--- config.mk ---
export PLATFORM = sky130hd
export DESIGN_NAME = packet_decoder
export DESIGN_NICKNAME = d
export VERILOG_FILES = /design/src/rtl/packet_decoder.sv
export SDC_FILE = /design/constraint.sdc
export NUM_CORES = 1
export LEC_CHECK = 0
export CORE_MARGIN = 2
export CORE_UTILIZATION = 48
export DETAILED_ROUTE_END_ITERATION = 16
export PLACE_DENSITY_LB_ADDON = 0.3
export SYNTH_ARGS = -nofsm -noshare
export SYNTH_HDL_FRONTEND = slang
export SYNTH_SLANG_ARGS = --single-unit
export TNS_END_PERCENT = 50
--- constraint.sdc ---
create_clock -name clk -period 4.5 [get_ports clk]
set_clock_uncertainty 0.05 [all_clocks]
set_input_delay 0.9 -clock clk [delete_from_list [all_inputs] [get_ports clk]]
set_output_delay 0.9 -clock clk [all_outputs]
set_load 0.01 [all_outputs]
--- src/rtl/packet_decoder.sv ---
`timescale 1ns/1ps
// Byte-stream command decoder: header byte (opcode/flags) plus 0, 2 or 4 payload bytes.
// Emits one command per packet with valid/ready handshaking and counts malformed input.
module packet_decoder #(
  parameter int TIMEOUT   = 1024,
  parameter int ERR_WIDTH = 8
) (
  input  logic                 clk,
  input  logic                 reset,
  input  logic [7:0]           in_data,
  input  logic                 in_vld,
  output logic                 in_rdy,
  output logic [3:0]           cmd_op,
  output logic [3:0]           cmd_flags,
  output logic [31:0]          cmd_payload,
  output logic                 cmd_vld,
  input  logic                 cmd_rdy,
  output logic [ERR_WIDTH-1:0] err_count,
  output logic                 busy
);

  localparam int TO_W = (TIMEOUT > 2) ? $clog2(TIMEOUT) : 1;
  localparam logic [TO_W-1:0] TO_LAST = TO_W'((TIMEOUT > 0) ? TIMEOUT - 1 : 0);

  typedef enum logic [1:0] {IDLE, PAYLOAD, EMIT} state_t;

  state_t          state;
  logic [2:0]      remaining;
  logic [TO_W-1:0] to_cnt;
  logic            accept;

  assign accept = in_vld & in_rdy;

  function automatic logic [ERR_WIDTH-1:0] sat_inc(input logic [ERR_WIDTH-1:0] v);
    return (&v) ? v : v + 1'b1;
  endfunction

  function automatic logic [2:0] payload_len(input logic [3:0] op);
    case (op)
      4'h1, 4'h2: return 3'd2;
      4'h3:       return 3'd4;
      default:    return 3'd0;
    endcase
  endfunction

  always_ff @(posedge clk or negedge reset) begin
    if (!reset) begin
      state       <= IDLE;
      in_rdy      <= 1'b1;
      busy        <= 1'b0;
      cmd_vld     <= 1'b0;
      cmd_op      <= '0;
      cmd_flags   <= '0;
      cmd_payload <= '0;
      err_count   <= '0;
      to_cnt      <= '0;
      remaining   <= '0;
    end else begin
      case (state)
        IDLE: begin
          if (accept) begin
            if (in_data[7:4] <= 4'h4) begin
              cmd_op      <= in_data[7:4];
              cmd_flags   <= in_data[3:0];
              cmd_payload <= '0;
              remaining   <= payload_len(in_data[7:4]);
              to_cnt      <= '0;
              busy        <= 1'b1;
              if (payload_len(in_data[7:4]) != 3'd0) begin
                state <= PAYLOAD;
              end else begin
                state   <= EMIT;
                cmd_vld <= 1'b1;
                in_rdy  <= 1'b0;
              end
            end else begin
              err_count <= sat_inc(err_count);
            end
          end
        end
        PAYLOAD: begin
          // An arriving byte wins over a timeout that would fire on the same cycle.
          if (accept) begin
            cmd_payload <= {cmd_payload[23:0], in_data};
            remaining   <= remaining - 1'b1;
            to_cnt      <= '0;
            if (remaining == 3'd1) begin
              state   <= EMIT;
              cmd_vld <= 1'b1;
              in_rdy  <= 1'b0;
            end
          end else if (TIMEOUT != 0 && to_cnt == TO_LAST) begin
            state     <= IDLE;
            busy      <= 1'b0;
            to_cnt    <= '0;
            remaining <= '0;
            err_count <= sat_inc(err_count);
          end else begin
            to_cnt <= to_cnt + 1'b1;
          end
        end
        EMIT: begin
          if (cmd_rdy) begin
            state   <= IDLE;
            cmd_vld <= 1'b0;
            in_rdy  <= 1'b1;
            busy    <= 1'b0;
          end
        end
        default: begin
          state   <= IDLE;
          cmd_vld <= 1'b0;
          in_rdy  <= 1'b1;
          busy    <= 1'b0;
        end
      endcase
    end
  end

endmodule

==> flow_metrics.env <==
export IMPL_fin_nets=384
export IMPL_n_antenna_cell=0
export IMPL_multi_input_area_um2=1270
export IMPL_antenna_found_initial=0
export IMPL_fp_row_count=28
export IMPL_via_per_inst=5.30
export IMPL_endpoint_kind="register"
export IMPL_die_h_um=83.4
export IMPL_grt_use_total_pct=20.6
export IMPL_firstDrtPassIters=5
export IMPL_hold_path_class="register to register"
export IMPL_vias=2368
export IMPL_synth_area_leaders="dfrtp_1 (54%), nand2_1 (9.1%), nand3_1 (6.8%)"
export IMPL_p_leak_nw=1.82
export IMPL_fmax_mhz=378
export IMPL_holdWs_ns=0.415
export IMPL_finalWeightedCongestion=0.864
export IMPL_die_area_um2=6950
export IMPL_grt_pass1_wl_um=11400
export IMPL_r2r_setup_slack_ns=2.51
export IMPL_relSlewSlack_pct=35.7
export IMPL_fin_setup_tns_ns=0
export IMPL_post_cts_buffers=0
export IMPL_grt_pass1_vias=2312
export IMPL_drc=0
export IMPL_syn_to_final_growth_pct=28.5
export IMPL_syn_instance_count=306
export IMPL_portBuffers=62
export IMPL_ctsResizeCount=0
export IMPL_cts_buffers=9
export IMPL_core_um2=5990
export IMPL_seq_area_um2=1650
export IMPL_synth_flop_cell="dfrtp_1"
export IMPL_layout_commonest_cell="nand2_1"
export IMPL_cp_arrival_ns=2.82
export IMPL_status="finished, final reports clean"
export IMPL_critPathTopFamily="simple AND/OR/NAND/NOR gates"
export IMPL_fp_dieW_um=83.4
export IMPL_tightest_slew_ns=0.964
export IMPL_cts_max_path_buffers=2
export IMPL_ir_worst_vdd_mv=0.298
export IMPL_grt_start_max_net_pins=44
export IMPL_cts_tree="done"
export IMPL_start_util_pct=50.5
export IMPL_ys_seq_elements=66
export IMPL_postRouteAntennaNets=0
export IMPL_p_total_mw=2.13
export IMPL_drive_gt1_share_pct=11.0
export IMPL_powerDensity_nw_per_um2=547
export IMPL_grt_overflow=0
export IMPL_critPathMaxFanout=9
export IMPL_min_to="cmd_payload[29]"
export IMPL_rsz0062_at_grt="no"
export IMPL_slew_violations=0
export IMPL_cts_hold_buffers=0
export IMPL_drv_cap=0
export IMPL_setup_viol=0
export IMPL_cts_reportedPaths_clkPinSlew_ns=0.07
export IMPL_synth_async_sr_flop_share_pct=100
export IMPL_cpMaxStageDelayCell="clkdlybuf4s50_1"
export IMPL_rr_startpoint="to_cnt[0]"
export IMPL_postLayoutCoreUtil_pct=64.9
export IMPL_drtIter0Drc=121
export IMPL_start_kind="input pin"
export IMPL_hpwl_um=4680
export IMPL_syn_avg_cell_area_um2=9.89
export IMPL_crit_chain="clkdlybuf4s50_1, o21ai_1, nand2_2, nor4_4, mux2_2"
export IMPL_fin_crit_ns=2.64
export IMPL_finalCritPeriodShare_pct=58.7
export IMPL_layout_common_cells="nand2_1 (73), dfrtp_1 (65), clkdlybuf4s50_1 (61), nand3_1 (41), nor2_1 (15)"
export IMPL_cts_sinks=66
export IMPL_synthesis_area_um2=3030
export IMPL_avgRoutedWirePerCell_um=14.8
export IMPL_hp_start="cmd_payload[29]"
export IMPL_max_stage_delay_ns=0.53
export IMPL_routed_wirelength_um=6610
export IMPL_r2r_end="remaining[2]"
export IMPL_r2r_cells=6
export IMPL_yosysWarnings=0
export IMPL_syn_num_nets=322
export IMPL_critPathKind="input pin to register"
export IMPL_ioPinCount=63
export IMPL_cp_startpoint="in_data[5]"
export IMPL_critPathRequiredTime_ns=4.67
export IMPL_holdPathStages=2
export IMPL_yosysTopAreaCell="dfrtp_1"
export IMPL_synth_top_area_share_pct=53.8
export IMPL_clk_latency_ns=0.34
export IMPL_synth_edf_count=0
export IMPL_h_tree_depth=3
export IMPL_yosysSeqAreaShare_pct=54.6
export IMPL_ys_types=44
export IMPL_clock_tree_root_cell="clkbuf_8"
export IMPL_cp_num_buf_inv=1
export IMPL_finalHoldViolations=0
export IMPL_fillers=494
-- metal layers --
metal,vias to the layer above,global-route usage (%),wire [um]
met5,-,0,0
met4,0,6.26,82
met3,7,6.46,273
met2,51,32.6,3270
met1,1138,27.3,2980
li1,1172,-,-
-- per-stage QoR --
step / area (um2) / instances / setup WS [ns]
after global placement: 3700 / 432 / 1.57
final: 3890 / 447 / 1.86
after CTS: 3890 / 447 / 1.85
after floorplan: 3030 / 306 / 2.27
after global routing: 3890 / 447 / 1.70
after detailed placement: 3700 / 432 / 1.49
-- cells in the mapped netlist (3+ instances only) --
cell / number
mux2_2: 9
xnor2_1: 6
o21ai_0: 8
xor2_1: 8
a21o_1: 3
nand4_1: 4
a31oi_1: 3
nor2_1: 15
inv_1: 11
nand3_1: 41
clkbuf_1: 8
nand2_1: 73
nor4_1: 4
nor3_1: 6
ha_1: 4
buf_2: 6
dfrtp_1: 65
-- cell families after synthesis --
group / after synthesis / share of synthesized area (%)
simple gates: 158 / 25.4
mux: 9 / 3.35
buf+inv: 26 / 3.72
flops: 66 / 54.6
xor+xnor: 14 / 4.05
compound gates: 29 / 7.16
fa+ha+maj: 4 / 1.65
-- flip-flops by register name (all words and copies together), names as in the netlist, 2 cells and up --
name and count:
state 2, remaining 3, cmd_payload 32, cmd_flags 4
to_cnt 10, err_count 8, cmd_op 4
-- worst reg2reg max path, cell delays in order, from the launching register on --
cell,delay [ns]
dfrtp_1,0.37
ha_1,0.20
nand4_1,0.24
nor4_1,0.25
o211a_1,0.40
o21ai_0,0.16
a22o_1,0.20
-- report_power, final --
part / switching [mW] / total, mW / leakage (nW) / internal, mW
Sequential: 0.138 / 0.883 / 0.874 / 0.745
Clock: 0.213 / 0.480 / 0.0962 / 0.266
Combinational: 0.388 / 0.765 / 0.847 / 0.377
-- how the worst max path moves through the flow --
stage	slack, ns	end	cells after the start
floorplan	2.27	cmd_flags[0]	4
global placement	1.57	cmd_op[1]	5
detailed placement	1.49	cmd_flags[3]	5
CTS	1.85	cmd_flags[3]	5
global route	1.70	cmd_flags[3]	5
finish	1.86	cmd_flags[3]	5
-- area by class of cell --
| cell class | count | share of cell area (%) |
|---|---|---|
| clock inverter | 3 | 1.03 |
| tap | 75 | 2.41 |
| inverter | 11 | 1.06 |
| multi-input combinational | 214 | 32.6 |
| sequential | 66 | 42.5 |
| clock buffer | 12 | 3.73 |
| timing repair buffer | 66 | 16.6 |
Note: power is estimated with default switching activity, not from simulation.
